--- src/rtl/sram_arb_pkg.sv ---
// Shared sizing and the round-robin pointer encoding for the SRAM buffer arbiter.
package sram_arb_pkg;
    localparam int NUM_BANKS = 4;
    localparam int BANK_GAP  = 5;
    localparam int RD_LAT    = 5;
    localparam int ADDR_W    = 10;
    localparam int LANE_W    = 64;

    typedef enum logic {
        PTR_RD = 1'b0,
        PTR_WR = 1'b1
    } rr_ptr_e;
endpackage

--- src/rtl/sram_arbiter_bank_timer.sv ---
// Per-bank lockout timer: reloads on every issue to the bank and counts down to idle.
module sram_bank_timer #(
    parameter int GAP = 5
) (
    input  logic clk,
    input  logic rst,
    input  logic i_load,
    output logic o_busy
);
    localparam int CW = $clog2(GAP + 1);

    logic [CW-1:0] r_cnt;

    always_ff @(posedge clk or posedge rst) begin
        if (rst) begin
            r_cnt <= '0;
        end else if (i_load) begin
            r_cnt <= CW'(GAP);
        end else if (r_cnt != '0) begin
            r_cnt <= r_cnt - 1'b1;
        end
    end

    assign o_busy = (r_cnt != '0);
endmodule

--- src/rtl/sram_arbiter.sv ---
// Read/write arbiter for a banked SRAM buffer: combinational grant, per-bank
// lockout after every issue, and a fixed-latency read return pipe.
//   state  | meaning
//   PTR_RD | read wins when both requesters are eligible
//   PTR_WR | write wins when both requesters are eligible
module sram_arbiter #(
    parameter int NUM_BANKS = sram_arb_pkg::NUM_BANKS,
    parameter int BANK_GAP  = sram_arb_pkg::BANK_GAP,
    parameter int RD_LAT    = sram_arb_pkg::RD_LAT
) (
    input  logic                                        clk,
    input  logic                                        rst,
    input  logic                                        rd_req,
    input  logic [sram_arb_pkg::ADDR_W-1:0]             rd_addr,
    input  logic [NUM_BANKS-1:0]                        rd_mask,
    output logic                                        rd_gnt,
    output logic                                        rd_valid,
    output logic [NUM_BANKS-1:0]                        rd_vmask,
    output logic [NUM_BANKS*sram_arb_pkg::LANE_W-1:0]   rd_data,
    input  logic                                        wr_req,
    input  logic [sram_arb_pkg::ADDR_W-1:0]             wr_addr,
    input  logic [NUM_BANKS-1:0]                        wr_mask,
    input  logic [NUM_BANKS*sram_arb_pkg::LANE_W-1:0]   wr_data,
    output logic                                        wr_gnt,
    output logic                                        sram_ren,
    output logic                                        sram_wen,
    output logic [sram_arb_pkg::ADDR_W-1:0]             sram_addr,
    output logic [NUM_BANKS-1:0]                        sram_cs,
    output logic [NUM_BANKS*sram_arb_pkg::LANE_W-1:0]   sram_wdata,
    input  logic [NUM_BANKS*sram_arb_pkg::LANE_W-1:0]   sram_rdata,
    output logic [NUM_BANKS-1:0]                        bank_busy,
    output logic                                        mask_err
);
    import sram_arb_pkg::*;

    rr_ptr_e              r_ptr;
    rr_ptr_e              w_ptr_nxt;
    logic                 w_rd_elig;
    logic                 w_wr_elig;
    logic                 w_rd_gnt;
    logic                 w_wr_gnt;
    logic                 w_err_now;
    logic                 r_mask_err;
    logic [NUM_BANKS-1:0] w_busy;
    logic [RD_LAT-1:0]    r_pv;
    logic [NUM_BANKS-1:0] r_pm [RD_LAT];

    // Grants are suppressed while reset is held so outputs read as idle.
    assign w_rd_elig = !rst && rd_req && (rd_mask != '0) && ((rd_mask & w_busy) == '0);
    assign w_wr_elig = !rst && wr_req && (wr_mask != '0) && ((wr_mask & w_busy) == '0);

    always_ff @(posedge clk or posedge rst) begin
        if (rst) begin
            r_ptr <= PTR_RD;
        end else begin
            r_ptr <= w_ptr_nxt;
        end
    end

    always_comb begin
        w_ptr_nxt = r_ptr;
        w_rd_gnt  = 1'b0;
        w_wr_gnt  = 1'b0;
        if (w_rd_elig && (!w_wr_elig || r_ptr == PTR_RD)) begin
            w_rd_gnt  = 1'b1;
            w_ptr_nxt = PTR_WR;
        end else if (w_wr_elig) begin
            w_wr_gnt  = 1'b1;
            w_ptr_nxt = PTR_RD;
        end
    end

    always_comb begin
        sram_ren   = w_rd_gnt;
        sram_wen   = w_wr_gnt;
        sram_cs    = '0;
        sram_addr  = '0;
        sram_wdata = '0;
        if (w_rd_gnt) begin
            sram_cs   = rd_mask;
            sram_addr = rd_addr;
        end else if (w_wr_gnt) begin
            sram_cs    = wr_mask;
            sram_addr  = wr_addr;
            sram_wdata = wr_data;
        end
    end

    assign rd_gnt = w_rd_gnt;
    assign wr_gnt = w_wr_gnt;

    for (genvar g = 0; g < NUM_BANKS; g++) begin : g_bank
        sram_bank_timer #(.GAP(BANK_GAP)) u_timer (
            .clk    (clk),
            .rst    (rst),
            .i_load (sram_cs[g]),
            .o_busy (w_busy[g])
        );
        assign rd_data[g*LANE_W +: LANE_W] = rd_vmask[g] ? sram_rdata[g*LANE_W +: LANE_W] : '0;
    end

    assign bank_busy = w_busy;

    assign w_err_now = !rst && ((rd_req && rd_mask == '0) || (wr_req && wr_mask == '0));

    always_ff @(posedge clk or posedge rst) begin
        if (rst) begin
            r_mask_err <= 1'b0;
        end else begin
            r_mask_err <= r_mask_err | w_err_now;
        end
    end

    assign mask_err = r_mask_err | w_err_now;

    // Non-issue slots carry a zero mask so the tail mask doubles as the return mask.
    always_ff @(posedge clk or posedge rst) begin
        if (rst) begin
            r_pv <= '0;
            for (int i = 0; i < RD_LAT; i++) begin
                r_pm[i] <= '0;
            end
        end else begin
            r_pv[0] <= w_rd_gnt;
            r_pm[0] <= w_rd_gnt ? rd_mask : '0;
            for (int i = 1; i < RD_LAT; i++) begin
                r_pv[i] <= r_pv[i-1];
                r_pm[i] <= r_pm[i-1];
            end
        end
    end

    assign rd_valid = r_pv[RD_LAT-1];
    assign rd_vmask = r_pm[RD_LAT-1];
endmodule

--- config.mk ---
export PLATFORM = sky130hd
export DESIGN_NAME = sram_arbiter
export DESIGN_NICKNAME = d
export VERILOG_FILES = /design/src/rtl/sram_arb_pkg.sv /design/src/rtl/sram_arbiter_bank_timer.sv /design/src/rtl/sram_arbiter.sv
export SDC_FILE = /design/constraint.sdc
export NUM_CORES = 1
export LEC_CHECK = 0
export BUFFER_PORTS_ARGS = -buffer_cell sky130_fd_sc_hd__clkbuf_2
export CAP_MARGIN = 20
export CELL_PAD_IN_SITES_DETAIL_PLACEMENT = 1
export CELL_PAD_IN_SITES_GLOBAL_PLACEMENT = 2
export CORE_AREA = 3 3 421 423
export DETAILED_ROUTE_END_ITERATION = 8
export DIE_AREA = 0 0 424 426
export GPL_TIMING_DRIVEN = 0
export MAX_ROUTING_LAYER = met4
export PLACE_DENSITY = 0.44
export SLEW_MARGIN = 20
export SYNTH_ARGS = -nofsm -noshare
export SYNTH_HDL_FRONTEND = slang
export SYNTH_HIERARCHICAL = 1
export SYNTH_SLANG_ARGS = --single-unit
--- constraint.sdc ---
create_clock -name clk -period 7.4 [get_ports clk]
set_input_delay 1.11 -clock clk [delete_from_list [all_inputs] [get_ports clk]]
set_output_delay 1.11 -clock clk [all_outputs]
set_load 0.02 [all_outputs]
==> results.md <==
| Item | Reported | Unit |
|:---|:---|:---|
| Vias | 9820 | - |
| Max-slew violation count | 0 | - |
| Die outline area | 181000 | sq um |
| First DRT Iteration DRCs | 396 | - |
| Number of clock sinks seen by CTS | 39 | - |
| Pin count of the biggest net entering global routing | 32 | - |
| Synthesis Warnings | 6 | - |
| Synth top area share | 60.7 | % |
| HP Class | reg2reg | - |
| Clock insertion delay at the later pin of the skew report | 0.28 | ns |
| Number of fill cells | 21200 | - |
| Top cell family by delay on the critical path | buffers and inverters | - |
| H-tree depth reported by CTS | 2 | - |
| Worst-Margin Slew | 1.03 | ns |
| Die width | 424 | um |
| Post-CTS setup buffers | 0 | - |
| Drt wl/cell | 24.8 | um |
| Number of register bits inferred by synthesis | 39 | - |
| Final weighted congestion in routability-driven placement | 0.909 | - |
| Max cap viols | 0 | - |
| Area growth from synthesis to layout | 164 | % |
| Detail Route Antenna Nets | 0 | - |
| Chip Height | 426 | um |
| Cell with the most instances after synthesis | sky130_fd_sc_hd__and2_1 | - |
| CP Depth | 7 | - |
| Total of endpoints with negative setup slack in the final report | 0 | - |
| Post-synth top area cell | sky130_fd_sc_hd__and2_1 | - |
| Clk buf depth | 2 | - |
| Wire length after detailed routing | 104000 | um |
| Cell depth of the worst hold path | 0 | - |
| Clock Tree Root | sky130_fd_sc_hd__clkbuf_16 | - |
| Worst path most repeated cell | sky130_fd_sc_hd__clkbuf_2 | - |
| Cell with the largest stage delay on the worst path | sky130_fd_sc_hd__clkbuf_1 | - |
| Crit path required time | 6.29 | ns |
| Ratio of routed vias to standard cells | 2.34 | - |
| Fraction of layout instances using a drive strength above 1 | 62.3 | % |
| Outcome | completed | - |
| Crit path kind | in2out | - |
| Worst VDD drop | 0.0000670 | V |
| Detailed-route DRC error count | 0 | - |
| R2R Path End | g_bank[1].u_timer/r_cnt[2] | - |
| Final critical-path share of the clock period | 69.3 | % |
| Final Hold Vio Count | 0 | - |
| Instance count of the mapped netlist | 724 | - |
| Max transition margin | 31.1 | % |
| Clock group share of total power | 20.0 | % |
| CTS tree | done | - |
| Top flip-flop cell by instance count after synthesis | sky130_fd_sc_hd__dfrtp_1 | - |
| Placeable Area | 174000 | sq um |
| Worst setup endpoint | sram_cs[1] | - |
| Fin crit period | 5.13 | ns |
| Total placed cells including tap cells | 4134 | - |
| Clock slew seen by the registers of the worst setup and hold paths | 0.07 | ns |
| Number of global-route vias before repair | 10000 | - |
| Number of enable flip-flop cells after synthesis | 0 | - |
| Worst reg-to-reg setup slack | 4.09 | ns |
| Standard-cell row count | 153 | - |
| Leading post-synthesis cells by cell area | sky130_fd_sc_hd__and2_1 (61%), sky130_fd_sc_hd__dfrtp_1 (18%), sky130_fd_sc_hd__clkbuf_1 (2.5%) | - |
| Setup repair after global routing missed its margin | no | - |
| Fraction of registers with async set/reset | 100 | % |
| Final net count | 2368 | - |
| Worst reg2reg path depth | 8 | - |
| Reg2Reg Launch Point | g_bank[1].u_timer/r_cnt[0] | - |
| Int Pwr | 709 | uW |
| Number of placed I/O pins | 1084 | - |
| Arrival time at the worst endpoint | 4.02 | ns |
| Crit path cell chain | clkbuf_2, nor4_1, a221oi_1, nand3_1, clkbuf_1, a22o_1, clkbuf_2 | - |
| Worst setup startpoint | wr_mask[3] | - |
| Worst Clk Skew | 0.00581 | ns |
| Switching Fraction | 43.7 | % |
| Maximum clock frequency | 195 | MHz |
| First-pass detailed-route iteration total | 5 | - |
| Initial antenna violation count | 102 | - |
| Leftover overflow at the end of global routing | 0 | - |
| Startpoint type of the worst setup path | input port | - |
| Total clock buffers created by CTS | 5 | - |
| Static power due to leakage | 7.47 | nW |
| Count of cell types in the netlist | 41 | - |
| Sequential-to-total area share from yosys stat | 18.4 | % |
| Total global routing track utilization | 11.1 | % |
| Number of nets produced by synthesis | 1276 | - |
| Top fanout value on the critical path | 10 | - |
| First-pass GRT wire length | 124000 | um |
| Total of cells resized after clock tree synthesis | 0 | - |
| Per-instance average area after synthesis | 7.33 | sq um |
| Part of the power in combinational logic | 57.5 | % |
| Total power per unit cell area | 90.1 | nW/um^2 |
| I/O Buffers | 1083 | - |
| Stage delay of the slowest cell on the critical path | 0.83 | ns |
| Effective utilization at floorplan | 3.05 | % |
| Detailed Place HPWL | 99800 | um |
| Sw power | 551 | uW |
| Endpoint type of the worst setup path | output port | - |
| Setup TNS after final layout | 0 | ns |
| Buf+Inv Stages, Crit Path | 3 | - |
| Part of the total power dissipated in sequential elements | 22.6 | % |
| Netlist Area Pre-Place | 5310 | sq um |
| Leading cell types by count after synthesis | sky130_fd_sc_hd__and2_1 (515), sky130_fd_sc_hd__dfrtp_1 (39), sky130_fd_sc_hd__clkbuf_1 (35) | - |
| Non-filler cells, final | 4199 | - |
| Number of hold-repair buffers added at the cts stage | 0 | - |
[metal layers]
| metal | vias up | track usage [%] | share of wire, % |
|---|---|---|---|
| met4 | 0 | 2.08 | 2.2 |
| met1 | 4680 | 11.3 | 36 |
| li1 | 4480 | - | - |
| met5 | - | - | 0 |
| met2 | 567 | 19.6 | 51 |
| met3 | 93 | 5.13 | 11 |
[registers in the layout, summed over array words and instances (netlist names)]
register,flops
rd_vmask,4
r_ptr,1
r_pv,5
r_pm,16
r_mask_err,1
g_bank.u_timer/r_cnt,12
[area by class of cell]
type                            instances  area [sq um]  area share (%)
Clock inverter                          3          46.3           0.331
Clock buffer                            5           125           0.894
Buffer                                 65           312            2.23
Inverter                               16          60.1           0.429
Tap cell                             2325          2910            20.8
Timing Repair Buffer                 1085          5450            39.0
Multi-Input combinational cell        604          3970            28.4
Antenna cell                           57           143            1.02
Sequential cell                        39           976            6.98
[power by group through the flow]
| stage | clock (mW) | combinational, mW | sequential [mW] |
|---|---|---|---|
| after floorplan | 0 | 0.352 | 0.281 |
| after global placement | 0 | 0.741 | 0.287 |
| after detailed placement | 0 | 0.753 | 0.289 |
| after CTS | 0.264 | 0.757 | 0.285 |
| after global routing | 0.274 | 0.798 | 0.291 |
| final | 0.252 | 0.724 | 0.284 |
[metrics by stage]
stage	utilization, %	hold WS (ns)	instance area (sq um)	total power, mW	setup WS (ns)
2_1_floorplan	-	0.331	5310	0.633	3.01
3_3_place_gp	7.85	0.333	13600	1.03	1.19
3_5_place_dp	7.87	0.336	13700	1.04	1.99
4_1_cts	7.97	0.345	13800	1.31	1.97
5_1_grt	8.04	0.355	14000	1.36	2.01
6_report	8.05	0.344	14000	1.26	2.27
[worst register-to-register path: cells and delay by family (launching register included)]
family	cells	cell delay, ns
buf+inv	2	0.70
simple gates	2	0.70
compound gates	3	1.19
flops	1	0.38
fa+ha+maj	1	0.23
[worst min-delay path by stage]
stage / slack, ns / from / end
2_1_floorplan: 0.33 / r_pm[14] / r_pm[10]
3_3_place_gp: 0.33 / r_pv[0] / r_pv[1]
3_5_place_dp: 0.34 / r_pm[17] / r_pm[13]
4_1_cts: 0.34 / r_pm[17] / r_pm[13]
5_1_grt: 0.36 / r_pv[2] / r_pv[3]
6_report: 0.34 / r_pm[19] / r_pm[15]
[layout by cell type (no fill, tap or decap), drive strengths merged]
master,Yosys,layout
a211o,4,4
a211oi,5,5
a21oi,1,1
a221o,2,2
a221oi,2,2
a22o,2,2
a22oi,1,1
a311o,1,1
a32o,10,10
and2,515,515
and3,1,1
and4,1,1
buf,11,13
bufinv,0,1
clkbuf,54,1142
clkinvlp,0,1
dfrtp,39,39
diode,0,57
ha,8,8
inv,16,17
mux2i,4,4
nand2,3,3
nand2b,5,5
nand3,2,2
nand4,1,1
nand4b,1,1
nor2,10,10
nor2b,8,8
nor3,4,4
nor3b,4,4
nor4,4,4
o21ai,2,2
o21bai,1,1
o2bb2ai,1,1
o32ai,1,1
[logic make-up (layout without fill, tap and decap cells)]
family,count (synthesis),in the layout,share of synthesized area (%)
AO/OA/AOI/OAI,33,33,5.73
adder cells (fa/ha/maj),8,8,1.89
buffers and inverters,81,1174,6.98
flip-flops,39,39,18.4
multiplexers,4,4,0.754
other,0,57,0
AND/OR/NAND/NOR,559,559,66.3
(Power assumes the default switching activity.)
